`config.mk`:
```
export PLATFORM = sky130hd
export DESIGN_NAME = ccsds123_sample_gather
export DESIGN_NICKNAME = d
export VERILOG_FILES = /design/src/rtl/ccsds123_sample_gather.sv
export SDC_FILE = /design/constraint.sdc
export NUM_CORES = 1
export LEC_CHECK = 0
export CAP_MARGIN = 20
export CORE_ASPECT_RATIO = 1.75
export CORE_MARGIN = 2
export CORE_UTILIZATION = 57
export CTS_BUF_LIST = sky130_fd_sc_hd__clkbuf_16
export CTS_CLUSTER_DIAMETER = 80
export DETAILED_ROUTE_END_ITERATION = 6
export PLACE_DENSITY = 0.92
export SLEW_MARGIN = 20
export SYNTH_ARGS = -nofsm -noshare
export SYNTH_HDL_FRONTEND = slang
export SYNTH_SLANG_ARGS = --single-unit
```
`constraint.sdc`:
```
create_clock -name clk -period 3.44 [get_ports clk]
set_clock_uncertainty 0.2 [all_clocks]
set_input_delay 0.516 -clock clk [delete_from_list [all_inputs] [get_ports clk]]
set_output_delay 0.516 -clock clk [all_outputs]
set_load 0.02 [all_outputs]
```
`src/rtl/ccsds123_sample_gather.sv`:
```
// Purpose: packs PIPELINES consecutive D-bit stream samples into one wide beat for ccsds123_top.
// Latency: the beat is valid right after the edge that accepts its last sample, if the output register is free.
// Backpressure: one group held behind a full output register, then s_tready drops (registered, no comb path).
//
// Ports:
//   clk, aresetn                      rising-edge clock, asynchronous active-low reset
//   s_tdata/s_tvalid/s_tready/s_tlast one sample per beat; s_tlast marks the image's last sample
//   m_tdata/m_tvalid/m_tready/m_tlast packed group, lane i at [i*D +: D], lane 0 = earliest sample
//   m_tlanes                          number of valid lanes (PIPELINES except a short image-final group)
//   out_groups                        count of beats emitted since reset, wraps
module ccsds123_sample_gather #(
    parameter int PIPELINES = 3,
    parameter int D         = 16,
    parameter int CNT_W     = 32
) (
    input  logic                           clk,
    input  logic                           aresetn,
    input  logic [D-1:0]                   s_tdata,
    input  logic                           s_tvalid,
    output logic                           s_tready,
    input  logic                           s_tlast,
    output logic [PIPELINES*D-1:0]         m_tdata,
    output logic                           m_tvalid,
    input  logic                           m_tready,
    output logic                           m_tlast,
    output logic [$clog2(PIPELINES+1)-1:0] m_tlanes,
    output logic [CNT_W-1:0]               out_groups
);

    localparam int W  = PIPELINES * D;
    localparam int LW = $clog2(PIPELINES + 1);
    localparam int KW = (PIPELINES > 1) ? $clog2(PIPELINES) : 1;
    localparam logic [KW-1:0] K_LAST = KW'(PIPELINES - 1);

    typedef enum logic {
        GATHER = 1'b0,
        HELD   = 1'b1
    } state_t;

    state_t          state_q;
    state_t          state_d;
    logic            rdy_q;
    logic [KW-1:0]   k_q;
    logic [W-1:0]    asm_q;
    logic [W-1:0]    asm_wr;
    logic [LW-1:0]   held_lanes_q;
    logic            held_last_q;
    logic [LW-1:0]   lanes_now;

    logic accept;
    logic close;
    logic out_free;
    logic drain;
    logic load_new;
    logic load_held;

    assign s_tready  = rdy_q;
    assign accept    = s_tvalid && rdy_q;
    assign close     = accept && ((k_q == K_LAST) || s_tlast);
    assign drain     = m_tvalid && m_tready;
    assign out_free  = !m_tvalid || m_tready;
    assign lanes_now = LW'(k_q) + LW'(1);

    // Lanes above k are always zero because the assembly register is cleared
    // whenever a group leaves it, so a short group comes out zero padded.
    always_comb begin
        asm_wr = asm_q;
        for (int i = 0; i < PIPELINES; i++) begin
            if (k_q == KW'(i)) begin
                asm_wr[i*D +: D] = s_tdata;
            end
        end
    end

    always_ff @(posedge clk or negedge aresetn) begin
        if (!aresetn) begin
            state_q <= GATHER;
        end else begin
            state_q <= state_d;
        end
    end

    always_comb begin
        state_d   = state_q;
        load_new  = 1'b0;
        load_held = 1'b0;
        unique case (state_q)
            GATHER: begin
                if (close) begin
                    if (out_free) begin
                        load_new = 1'b1;
                    end else begin
                        state_d = HELD;
                    end
                end
            end
            HELD: begin
                // The held group replaces the beat leaving the output register on the same edge.
                if (drain) begin
                    load_held = 1'b1;
                    state_d   = GATHER;
                end
            end
            default: state_d = GATHER;
        endcase
    end

    always_ff @(posedge clk or negedge aresetn) begin
        if (!aresetn) begin
            rdy_q        <= 1'b0;
            k_q          <= '0;
            asm_q        <= '0;
            held_lanes_q <= '0;
            held_last_q  <= 1'b0;
            m_tdata      <= '0;
            m_tvalid     <= 1'b0;
            m_tlast      <= 1'b0;
            m_tlanes     <= '0;
            out_groups   <= '0;
        end else begin
            // Ready follows the next state, so it rises on the first edge after reset release
            // and falls the cycle after a group gets parked.
            rdy_q <= (state_d == GATHER);

            if (accept) begin
                k_q <= close ? '0 : k_q + KW'(1);
                if (close && load_new) begin
                    asm_q <= '0;
                end else begin
                    asm_q <= asm_wr;
                end
                if (close && !load_new) begin
                    held_lanes_q <= lanes_now;
                    held_last_q  <= s_tlast;
                end
            end else if (load_held) begin
                asm_q <= '0;
            end

            if (load_new) begin
                m_tdata  <= asm_wr;
                m_tlanes <= lanes_now;
                m_tlast  <= s_tlast;
                m_tvalid <= 1'b1;
            end else if (load_held) begin
                m_tdata  <= asm_q;
                m_tlanes <= held_lanes_q;
                m_tlast  <= held_last_q;
                m_tvalid <= 1'b1;
            end else if (drain) begin
                m_tvalid <= 1'b0;
            end

            if (drain) begin
                out_groups <= out_groups + CNT_W'(1);
            end
        end
    end

endmodule
```
# == Word level (Yosys, flattened, before mapping) ==
# Cells that the tools add are included.
# op_classes
add_sub_neg,2
eq_ne,2
mux,25
n_bitwise,2
n_reduce_logical,14
# op_table
cell,n
2-to-1 mux 48 bit,5
2-to-1 mux 16 bit,3
"adder 32 x 1 -> 32 bit, second input constant",1
2-to-1 mux 1 bit,13
2-to-1 mux 2 bit,3
logical AND 1 bit,5
nonzero test 2 bit,2
nonzero test 3 bit,1
"adder 2 x 1 -> 2 bit, second input constant",1
"== test 2 x 1 -> 1 bit, second input constant",1
"== test 2 bit, second input constant",1
logical NOT 1 bit,2
logical NOT 2 bit,1
logical OR 1 bit,2
inverter 1 bit,2
one-hot mux 1 bit (2 select lines),1
AND reduction 2 bit,1
# totals
regBits,139
inputBits,21
out_inout_bits,85
elab_cells,56

# == Longest topological paths before layout ==
# depth
ltp_word,8
ltp_mapped,7
mapped_depth_nobuf,6

# == Least setup slack after synthesis ==
# No wires, ideal clock.
# synth_timing
path_type,register to register
start,register k_q[0]
end,register m_tdata[10]
setup_ns,0.123
arrival_ns,1.902
required_time_ns,3.117
path_slack_ns,1.216
path_stages_with_launch,8
path_buffers,1
path_cell_list,dfrtp_1 -> inv_1 -> ha_1 -> o211ai_4 -> o41ai_2 -> buf_2 -> nand2b_1 -> o221a_2
# synth_between
elab_chain_len,6
# synth_lines
item,line,rtl
from (decl),43,logic [KW-1:0] k_q;
from (signal assigned),126,k_q <= close ? '0 : k_q + KW'(1);
== test 2 bit,59,assign close = accept && ((k_q == K_LAST) || s_tlast);
logical OR 1 bit,59,
logical AND 1 bit,59,
2-to-1 mux 1 bit,89,if (close) begin
2-to-1 mux 1 bit,87,unique case (state_q)
2-to-1 mux 48 bit / nonzero test 2 bit (equally long branches),n/a,
to (signal assigned),141,m_tdata <= asm_wr;
to (signal assigned),146,m_tdata <= asm_q;
to (decl),22,"output logic [PIPELINES*D-1:0] m_tdata,"
# Several ways; a longest one is shown, not always the timed one.
# A chain may end at the register's enable or synchronous reset.

# == Worst setup path after layout ==
# layout_timing
start,register k_q[0]
end,register m_tdata[16]
# The elaborated chain is that of the path after synthesis.

==> impl_metrics.toml <==
[logic_synthesis]
seq_area_frac_synth = 0.581
dominantRegCellSynth = "dfrtp_1"
syn_nets = 494
async_flop_share = 1.00
yosysWarningCount = 0
synthCells = 469
synth-edff-count = 0
synth-seq-cells = 139
synth_cell_types = 46
netlist_area_mm2 = 0.00599
syn_avg_cell_area_um2 = 12.8

[critical_path]
crit_type = "flop to flop"
path_buf_inv = 1
required_ps = 3540
worstPathCellList = "inv_1 > ha_1 > o211ai_4 > nor3_4 > nand2_1 > o221a_2"
cp_slowest_cell = "nor3_4"
slowest_delay_ps = 500
cp_max_fo = 14
cp_top_family = "simple AND/OR/NAND/NOR gates"
setup.worst_path.end_class = "flop"
cp.arrival_ps = 2940
startpoint_type = "flop"

[layout]
fillers = 618
drive_gt1_frac = 0.158
final_cell_mix = "dfrtp_1 (139), clkdlybuf4s50_1 (104), a22o_1 (49)"
final_core_util = 0.757
syn_to_final_growth_pct = 29.4
antennaDiodeCount = 0
nNetsFinal = 607
final_common_cell = "dfrtp_1"

[floorplanning]
rows = 49
fp.dieH_um = 140
initial_core_util = 0.585
core_mm2 = 0.0102
ios = 106
die_w_um = 81.5
dieArea_mm2 = 0.0114

[global_route]
grt_start_max_net_pins = 74
grt_pass1_vias = 4674
grt_use_total = 0.281
gr-total-overflow = 0
antenna_found_initial = 0
grt_pass1_wl_mm = 24.1

[clocking]
numCtsBuffers = 17
cts_tree = "built"
clock_sinks = 139
clockBufferDepth = 2
path_clk_slew_ps = 60
worstSkewPairLatency_ps = 410
h-tree-depth = 4
cts_root_buf = "clkbuf_16"

[sta]
slew-limit-headroom = 0.460
tns_ps = 0
timing.fmax_mhz = 352
fin_crit_ps = 2840
period_share = 0.827
slew_violations = 0
worstMarginPinSlew_ps = 809
hold_viol = 0
rsz0062_at_grt = "no"
fin_ws_ps = 595
finalSetupViolations = 0

[placement]
gp_congestion = 0.827
pre_cts_slack_ps = 438
dp_hpwl_mm = 9.87
placement.io_buffers = 105

[pwr]
leakage_uw = 0.00344
total_power_uw = 7000
power_density_mw_per_mm2 = 904
ir_drop_v = 0.000563

[detailed_routing]
ant_nets = 0
dr.pass1.iters = 5
drcViolationCount = 0
wl_met1_mm = 5.92
drt-total-wl_mm = 15.1
wire_per_inst_um = 20.9
drt_iter0_markers = 494
met2_length_mm = 7.92
vias_per_cell = 6.28
route.met3.wl_um = 932
top_layer_used = "met4"
vias = 4533

[run_status]
status = "finished, final reports clean"

[hold_path]
hp-class = "flop to flop"

[job]
cap_violations = 0
-- where the power goes --
group | internal, µW | switching (µW)
sequential | 2200 | 416
clock | 990 | 701
combinational | 1340 | 1360
total | 4530 | 2470
-- worst reg2reg max path: cells and delay by family, from the launching register on --
| family | cells | cell delay [ps] |
|---|---|---|
| buffers and inverters | 1 | 140 |
| and+or+nand+nor | 2 | 990 |
| adders and majority gates | 1 | 400 |
| AOI/OAI and AO/OA | 2 | 610 |
| DFF | 1 | 400 |
-- sequential cells by signal, summed over array words and instances (netlist names), 2 cells and up --
register and flops:
out_groups 32, held_lanes_q 2, m_tdata 48, k_q 2
m_tlanes 2, asm_q 48
-- per-stage QoR --
stage | instance area (µm²) | hold WS [ps] | cells
final | 7750 | 276 | 722
after global placement | 7190 | 260 | 689
after floorplan | 5990 | 20.4 | 469
after CTS | 7750 | 277 | 722
after detailed placement | 7190 | 264 | 689
after global routing | 7750 | 286 | 722
-- final cells by class --
cell class                      count  area (µm²)  area share
Clock inverter                     15         125      0.0161
Timing Repair Buffer              119        1170       0.151
Inverter                           16        60.1     0.00775
Clock buffer                       17         425      0.0549
Tap cell                          127         159      0.0205
Sequential cell                   139        3480       0.449
Multi-Input combinational cell    289        2330       0.301
-- final timing paths --
check,from,to,slack [ps],cells after the start
setup / recovery,k_q[0],m_tdata[16],600,6
hold / removal,out_groups[31],out_groups[31],280,1
setup reg to reg,k_q[0],m_tdata[16],600,6
hold reg to reg,out_groups[31],out_groups[31],280,1
max in group asynchronous,aresetn,out_groups[4],1770,3
min in group asynchronous,aresetn,m_tdata[41],470,2
-- synthesized netlist by cell type (all sizes together) (12+ instances only) --
master  count  area share
buf        16       0.015
xor2       17       0.025
a221o      14       0.023
a22o       49       0.072
nand4      12       0.013
dfrtp     139        0.58
nand2b     18       0.019
o221a      26       0.049
xnor2      14       0.020
inv        16       0.010
nand2      17       0.011
-- what timing repair did --
item                      in CTS  in global routing
resized for setup              0                  0
hold endpoints to repair      71                  0
hold buffers                   1                  0
buffers inserted               0                  0
-- kinds of logic after synthesis --
family / share of synthesized area
flip-flops: 0.581
AO/OA/AOI/OAI: 0.194
buffers and inverters: 0.0305
AND/OR/NAND/NOR: 0.130
multiplexers: 0.0109
adder cells (fa/ha/maj): 0.00836
XOR/XNOR: 0.0453
-- metal layers --
layer	track usage	vias to the layer above
met5	0	-
met4	0.104	0
met3	0.0707	38
met2	0.461	221
met1	0.354	2282
li1	-	1992
Note: power is estimated with default switching activity, not from simulation.
